**src/rtl/seq_comparator.sv**
```systemverilog
// Sequential comparator with a single registered output stage, running max/min accumulator
// and a saturating true-compare counter. Define SEQ_COMPARATOR_SIGNED_EN for two's-complement ordering.
module seq_comparator #(
  parameter int WIDTH     = 4,
  parameter int CNT_WIDTH = 8
) (
  input  logic                 CLK,
  input  logic                 RST_N,
  input  logic [WIDTH-1:0]     A,
  input  logic [WIDTH-1:0]     B,
  input  logic [2:0]           OP,
  input  logic                 IN_VALID,
  output logic                 IN_READY,
  input  logic                 CLEAR,
  output logic [WIDTH-1:0]     F,
  output logic                 OUT_VALID,
  input  logic                 OUT_READY,
  output logic [CNT_WIDTH-1:0] MATCH_COUNT
);

  typedef enum logic [2:0] {
    OP_EQ   = 3'd0,
    OP_GT   = 3'd1,
    OP_LT   = 3'd2,
    OP_MAX  = 3'd3,
    OP_MIN  = 3'd4,
    OP_RMAX = 3'd5,
    OP_RMIN = 3'd6,
    OP_RSVD = 3'd7
  } op_e;

  localparam logic [CNT_WIDTH-1:0] CNT_ONE = {{(CNT_WIDTH-1){1'b0}}, 1'b1};

  function automatic logic a_gt_b(input logic [WIDTH-1:0] a, input logic [WIDTH-1:0] b);
`ifdef SEQ_COMPARATOR_SIGNED_EN
    return $signed(a) > $signed(b);
`else
    return a > b;
`endif
  endfunction

  function automatic logic [WIDTH-1:0] max_of(input logic [WIDTH-1:0] a,
                                              input logic [WIDTH-1:0] b);
    return a_gt_b(b, a) ? b : a;
  endfunction

  function automatic logic [WIDTH-1:0] min_of(input logic [WIDTH-1:0] a,
                                              input logic [WIDTH-1:0] b);
    return a_gt_b(a, b) ? b : a;
  endfunction

  logic [WIDTH-1:0]     f_q, f_d;
  logic                 out_valid_q, out_valid_d;
  logic [WIDTH-1:0]     acc_q, acc_d;
  logic                 acc_vld_q, acc_vld_d;
  logic [CNT_WIDTH-1:0] cnt_q, cnt_d;

  logic                 accept;
  logic                 is_cmp;
  logic                 run_upd;
  logic                 cmp_bit;
  logic [WIDTH-1:0]     result;
  logic [WIDTH-1:0]     acc_base;
  logic [WIDTH-1:0]     acc_next;
  logic [CNT_WIDTH-1:0] cnt_base;

  // Ready depends only on the output register and downstream, never on IN_VALID.
  assign IN_READY = ~out_valid_q | OUT_READY;
  assign accept   = IN_VALID & IN_READY;

  always_comb begin
    is_cmp   = 1'b0;
    run_upd  = 1'b0;
    cmp_bit  = 1'b0;
    result   = '0;
    // A coincident CLEAR makes this sample the first one of a fresh run.
    acc_base = (acc_vld_q & ~CLEAR) ? acc_q : A;
    acc_next = acc_base;

    case (op_e'(OP))
      OP_EQ: begin
        is_cmp  = 1'b1;
        cmp_bit = (A == B);
      end
      OP_GT: begin
        is_cmp  = 1'b1;
        cmp_bit = a_gt_b(A, B);
      end
      OP_LT: begin
        is_cmp  = 1'b1;
        cmp_bit = a_gt_b(B, A);
      end
      OP_MAX:  result = max_of(A, B);
      OP_MIN:  result = min_of(A, B);
      OP_RMAX: begin
        run_upd  = 1'b1;
        acc_next = max_of(acc_base, A);
        result   = acc_next;
      end
      OP_RMIN: begin
        run_upd  = 1'b1;
        acc_next = min_of(acc_base, A);
        result   = acc_next;
      end
      default: result = '0;
    endcase

    if (is_cmp) begin
      result = {{(WIDTH-1){1'b0}}, cmp_bit};
    end
  end

  always_comb begin
    f_d         = f_q;
    out_valid_d = out_valid_q;
    if (accept) begin
      f_d         = result;
      out_valid_d = 1'b1;
    end else if (OUT_READY) begin
      out_valid_d = 1'b0;
    end

    acc_d     = acc_q;
    acc_vld_d = acc_vld_q;
    if (CLEAR) begin
      acc_d     = '0;
      acc_vld_d = 1'b0;
    end
    if (accept && run_upd) begin
      acc_d     = acc_next;
      acc_vld_d = 1'b1;
    end

    cnt_base = CLEAR ? '0 : cnt_q;
    cnt_d    = cnt_base;
    if (accept && is_cmp && cmp_bit && (cnt_base != '1)) begin
      cnt_d = cnt_base + CNT_ONE;
    end
  end

  always_ff @(posedge CLK or negedge RST_N) begin
    if (!RST_N) begin
      f_q         <= '0;
      out_valid_q <= 1'b0;
      acc_q       <= '0;
      acc_vld_q   <= 1'b0;
      cnt_q       <= '0;
    end else begin
      f_q         <= f_d;
      out_valid_q <= out_valid_d;
      acc_q       <= acc_d;
      acc_vld_q   <= acc_vld_d;
      cnt_q       <= cnt_d;
    end
  end

  assign F           = f_q;
  assign OUT_VALID   = out_valid_q;
  assign MATCH_COUNT = cnt_q;

endmodule

```
**config.mk**
```make
export PLATFORM = sky130hd
export DESIGN_NAME = seq_comparator
export DESIGN_NICKNAME = d
export VERILOG_FILES = /design/src/rtl/seq_comparator.sv
export SDC_FILE = /design/constraint.sdc
export NUM_CORES = 1
export LEC_CHECK = 0
export CORE_MARGIN = 2
export CORE_UTILIZATION = 41
export CTS_CLUSTER_DIAMETER = 60
export DETAILED_ROUTE_END_ITERATION = 10
export MAX_ROUTING_LAYER = met4
export PLACE_DENSITY = 0.65
export RECOVER_POWER = 100
export SLEW_MARGIN = 20
export SYNTH_ARGS = -nofsm -noshare
export SYNTH_HDL_FRONTEND = slang
export SYNTH_SLANG_ARGS = --single-unit
```
**constraint.sdc**
```tcl
create_clock -name CLK -period 2.5 [get_ports CLK]
set_input_delay 0.5 -clock CLK [delete_from_list [all_inputs] [get_ports CLK]]
set_output_delay 0.5 -clock CLK [all_outputs]
set_load 0.1 [all_outputs]
```
### After elaboration in Yosys (flattened, before gate mapping)

Index checks and enable logic that the tools add are counted.

* add/sub/neg operators: 1
* $lt $le $gt $ge: 4
* eq/ne operators: 8
* muxes and demuxes: 19
* bitwise operators: 5
* reductions and logical operators: 9

Operators by type and width (count)
* 4-bit 2-to-1 mux: 8
* 4-bit greater-than comparator: 4
* 8-bit 2-to-1 mux: 2
* 4-bit case mux with 4 select lines: 1
* 3-bit == test (second input constant): 3
* 8-bit by 1-bit adder with 8-bit output (second input constant): 1
* 8-bit inequality test (second input constant): 1
* 4-bit case mux with 2 select lines: 1
* 3-bit by 2-bit == test with 1-bit output (second input constant): 2
* 1-bit 2-to-1 mux: 6
* 4-bit == test: 1
* 1-bit logical AND: 4
* 2-bit nonzero test: 2
* 3-bit by 1-bit == test with 1-bit output (second input constant): 1
* 3-bit logical NOT: 1
* 1-bit case mux with 3 select lines: 1
* 3-bit OR reduction: 1
* 1-bit AND: 2
* 1-bit inverter: 2
* 2-bit OR reduction: 1
* 1-bit OR: 1

* bits in registers: 18
* input bits: 16
* output and inout bits: 14
* word-level logic and storage cells: 51

### Depth between registers and ports, before layout

Gate-level depths: netlist of run 1.

* depth after elaboration: 7
* gate-level depth with buffers: 12

### Least setup slack after synthesis of run 1

OpenSTA, ideal clock, no wires.

* path kind: input to register
* from: input CLEAR
* to: register f_q[0] (netlist: F[0])
* arrival time: 2.520 ns
* data required time: 2.374 ns
* slack: -0.146 ns
* cell stages on the path: 10
* cells stage by stage: and2b_2 clkbuf_1 o21ai_0 ha_1 a21oi_1 o32a_1 o211ai_1 nand2_1 nand4_1 a221o_1

* longest elaborated chain between the ends: 7
* elaborated cells on any way between the ends: 9

RTL lines
* from (decl): RTL line 14 `input logic CLEAR,`
* 1-bit inverter (*): RTL line 77 `acc_base = (acc_vld_q & ~CLEAR) ? acc_q : A;`
* 1-bit AND (*): RTL line 77
* 4-bit 2-to-1 mux (*): RTL line 77
* 4-bit greater-than comparator: RTL line 38 `return a > b;`
* 4-bit 2-to-1 mux (on tied branches): RTL line 49, 44
* 4-bit case mux with 4 select lines (*): RTL line 80 `case (op_e'(OP))`
* 4-bit 2-to-1 mux (*): RTL line 108 `if (is_cmp) begin`
* to (signal assigned): RTL line 143 `f_q <= '0;`
* to (signal assigned): RTL line 149 `f_q <= f_d;`
* to (decl): RTL line 52 `logic [WIDTH-1:0] f_q, f_d;`

Every way passes the cells marked *; elsewhere a longest branch is shown, timed or not.
A chain may end at the register's enable or synchronous reset.

### Worst setup path after layout of run 1

* from: input B[3]
* to: register cnt_q[4] (netlist: MATCH_COUNT[4])

* longest elaborated chain between the ends: 5
* elaborated cells on any way between the ends: 7

RTL lines
* from (decl): RTL line 10 `input logic [WIDTH-1:0] B,`
* 4-bit greater-than comparator or 4-bit == test (tied branches): RTL line 38, 83
* 1-bit case mux with 3 select lines (*): RTL line 80
* 1-bit logical AND (*) (2 in a row): RTL line 136 `if (accept && is_cmp && cmp_bit && (cnt_base != '1)) begin`
* 8-bit 2-to-1 mux (*): RTL line 136
* via cnt_d[4]: RTL line 56 `logic [CNT_WIDTH-1:0] cnt_q, cnt_d;`
* to (signal assigned): RTL line 153 `cnt_q <= cnt_d;`
* to (decl): RTL line 56

Mark *: on every way through the listed nets, which the timed path passes. The rest lies on a longest branch.

==> impl_metrics.json, run 1 <==
{
  "yosysTopAreaCell": "dfrtp_1",
  "r2r_setup_slack_ns": 0.14,
  "cts_tree": "done",
  "min_period_ns": 2.45,
  "drive_above_1_share_pct": 31.0,
  "dp_slack_ns": -0.684,
  "drt-initial-drc-count": 86,
  "netlist.area_leader.share_pct": 30.0,
  "synthTopCellsByArea": "dfrtp_1 30%, ha_1 7.5%, o21ai_0 5.7%",
  "grt_pass1_vias": 1615,
  "die-area_um2": 4160,
  "clock_skew_ns": 0.0111,
  "rsz0062_at_grt": "true",
  "synth-edff-count": 0,
  "syn_to_final_growth_pct": 43.4,
  "cts_buffer_depth": 2,
  "wire_per_inst_um": 15.3,
  "yosysWarningCount": 0,
  "hold_violations": 0,
  "cp_data_arrival_time_ns": 2.65,
  "grt_pass1_wl_mm": 7.35,
  "hold_path.class": "reg -> reg",
  "ys_top_cells_by_count": "18 x dfrtp_1, 17 x nand2_1, 17 x o21ai_0",
  "ys_seq_area_share_pct": 30.0,
  "critPathMaxFanout": 6,
  "whs_ns": 0.519,
  "ys_ff_latch": 18,
  "path_clk_slew_ns": 0.11,
  "stdcell_count": 285,
  "die-height_um": 64.5,
  "ys_types": 53,
  "overflow": 0,
  "initial_utilization_pct": 44.0,
  "grt_max_degree": 19,
  "wirelength_mm": 4.37,
  "dr.pass1.iters": 4,
  "yosysMostFrequentCell": "dfrtp_1",
  "antenna_left": 0,
  "avgSynthCellArea_um2": 8.73,
  "slew_headroom_pct": 22.2,
  "ys.flop_type": "dfrtp_1",
  "max-cap-violations": 0,
  "core_area_um2": 3420,
  "vias": 1617,
  "status": "complete, no violations",
  "antennaDiodeCount": 0,
  "drt-vias-per-instance": 5.67,
  "io_pins": 30,
  "syn_nets": 197,
  "grtUsageMet3_pct": 5.21,
  "netlist_area_um2": 1500,
  "numCtsBuffers": 3,
  "cts_sinks": 18,
  "drc_errors": 0,
  "post-route-period-util_pct": 97.9,
  "num-nets-final": 265,
  "worst_slew_pin_slew_ns": 1.17,
  "ys_async_sr_fraction_pct": 100,
  "fin_ws_ns": 0.0518,
  "grtUsageMet2_pct": 39.6,
  "clockRootBuffer": "clkbuf_4",
  "hpwlAfterDp_mm": 3.34,
  "end_kind": "flop",
  "synth_cells": 172,
  "worstPathRequired_ns": 2.71,
  "grt_util_met1_pct": 27.9,
  "clk_latency_ns": 0.31,
  "h-tree-depth": 1,
  "rows": 21,
  "antenna_found_initial": 0,
  "leakagePower_uw": 0.000977,
  "finalSetupViolations": 0,
  "startpoint_type": "primary input",
  "cellPowerDensity_nw_per_um2": 400,
  "fmax_mhz": 408,
  "gp_congestion": 0.905,
  "top_usage_layer": "met2",
  "path_class": "in -> reg",
  "grt_use_total_pct": 22.8,
  "die_x_um": 64.5,
  "drv_slew": 0,
  "vdd_ir_drop_max_uv": 301,
  "port-buffer-count": 29,
  "placed_cells": 276
}
-- layout make-up --
| class | instances | area [um^2] |
|---|---|---|
| timing repair buffer | 67 | 477 |
| clock buffer | 4 | 36.3 |
| tap | 46 | 57.6 |
| multi-input combinational | 139 | 1090 |
| inverter | 11 | 41.3 |
| sequential | 18 | 453 |
| fill | 320 | 1260 |
-- repair_timing --
item                       CTS  global route
buffers inserted             3             1
gates resized for setup     15            20
cloned                       1             0
setup endpoints to repair   14            12
hold buffers                 0             0
pin swaps                    8             5
-- cell families after synthesis --
family	after synthesis	share of synthesized area, %
AOI/OAI and AO/OA	56	26.4
xor gates and xnor gates	3	1.75
adders and majority gates	9	7.50
buffers and inverters	16	5.25
DFF	18	30.0
muxes	3	2.17
and+or+nand+nor	67	26.9
-- worst max-delay path: stages --
cell and delay [ns]:
clkdlybuf4s50_1 0.47, inv_1 0.06, ha_2 0.38, nand4_1 0.20, nor2_2 0.18, a31oi_4 0.06
a2bb2oi_4 0.19, nor4bb_4 0.30, mux2_4 0.32
-- cell usage in the layout, fill, tap and decap left out, types with 5 or more instances in the layout --
cell / netlist / final
buf_4: 0 / 34
inv_1: 11 / 10
nand4_1: 5 / 5
o21ai_1: 0 / 7
nand2_1: 17 / 17
clkdlybuf4s50_1: 0 / 8
and2b_2: 6 / 6
o21ai_0: 17 / 7
clkbuf_1: 2 / 16
dfrtp_1: 18 / 16
nand3_1: 5 / 5
a21oi_1: 13 / 9
nor2_1: 6 / 5
ha_1: 9 / 7
-- per-layer routing --
layer | routed length, um | vias to the layer above
met4 | 25 | 0
met3 | 231 | 7
met2 | 2180 | 46
met1 | 1930 | 787
li1 | - | 777
met5 | 0 | -
-- final timing paths --
kind	startpoint	endpoint	cells after the start
min in group asynchronous	RST_N	MATCH_COUNT[5]	2
setup / recovery	B[3]	MATCH_COUNT[4]	9
max in group asynchronous	RST_N	MATCH_COUNT[0]	2
hold reg to reg	F[3]	F[3]	2
setup reg to reg	acc_vld_q	F[0]	11
hold / removal	F[3]	F[3]	2
-- flip-flops by register name, summed over array words and instances, names as in the netlist --
register / count
acc_q: 4
MATCH_COUNT: 8
OUT_VALID: 1
acc_vld_q: 1
F: 4
-- report_power, final --
part | total, uW | switching, uW | internal, uW
logic | 364 | 225 | 139
clock network | 185 | 96.2 | 88.9
registers | 313 | 9.31 | 304
-- per-stage QoR --
stage	TNS [ns]	power, uW	util (%)	cell area, um^2
CTS	0	865	63.2	2160
floorplan	0	525	-	1510
finish	0	862	63.0	2150
detailed placement	-7.67	660	60.0	2050
global placement	-6.34	653	60.0	2050
global route	-0.0801	909	63.0	2150
(Power assumes the default switching activity.)
==> run 2: changes to the inputs <==
--- a/config.mk
+++ b/config.mk
@@ -5,6 +5,7 @@
 export SDC_FILE = /design/constraint.sdc
 export NUM_CORES = 1
 export LEC_CHECK = 0
+export CAP_MARGIN = 15
 export CORE_MARGIN = 2
 export CORE_UTILIZATION = 41
 export CTS_CLUSTER_DIAMETER = 60
==> results of run 2 <==
The final DEF is identical to that of run 1; final timing and power are the same.
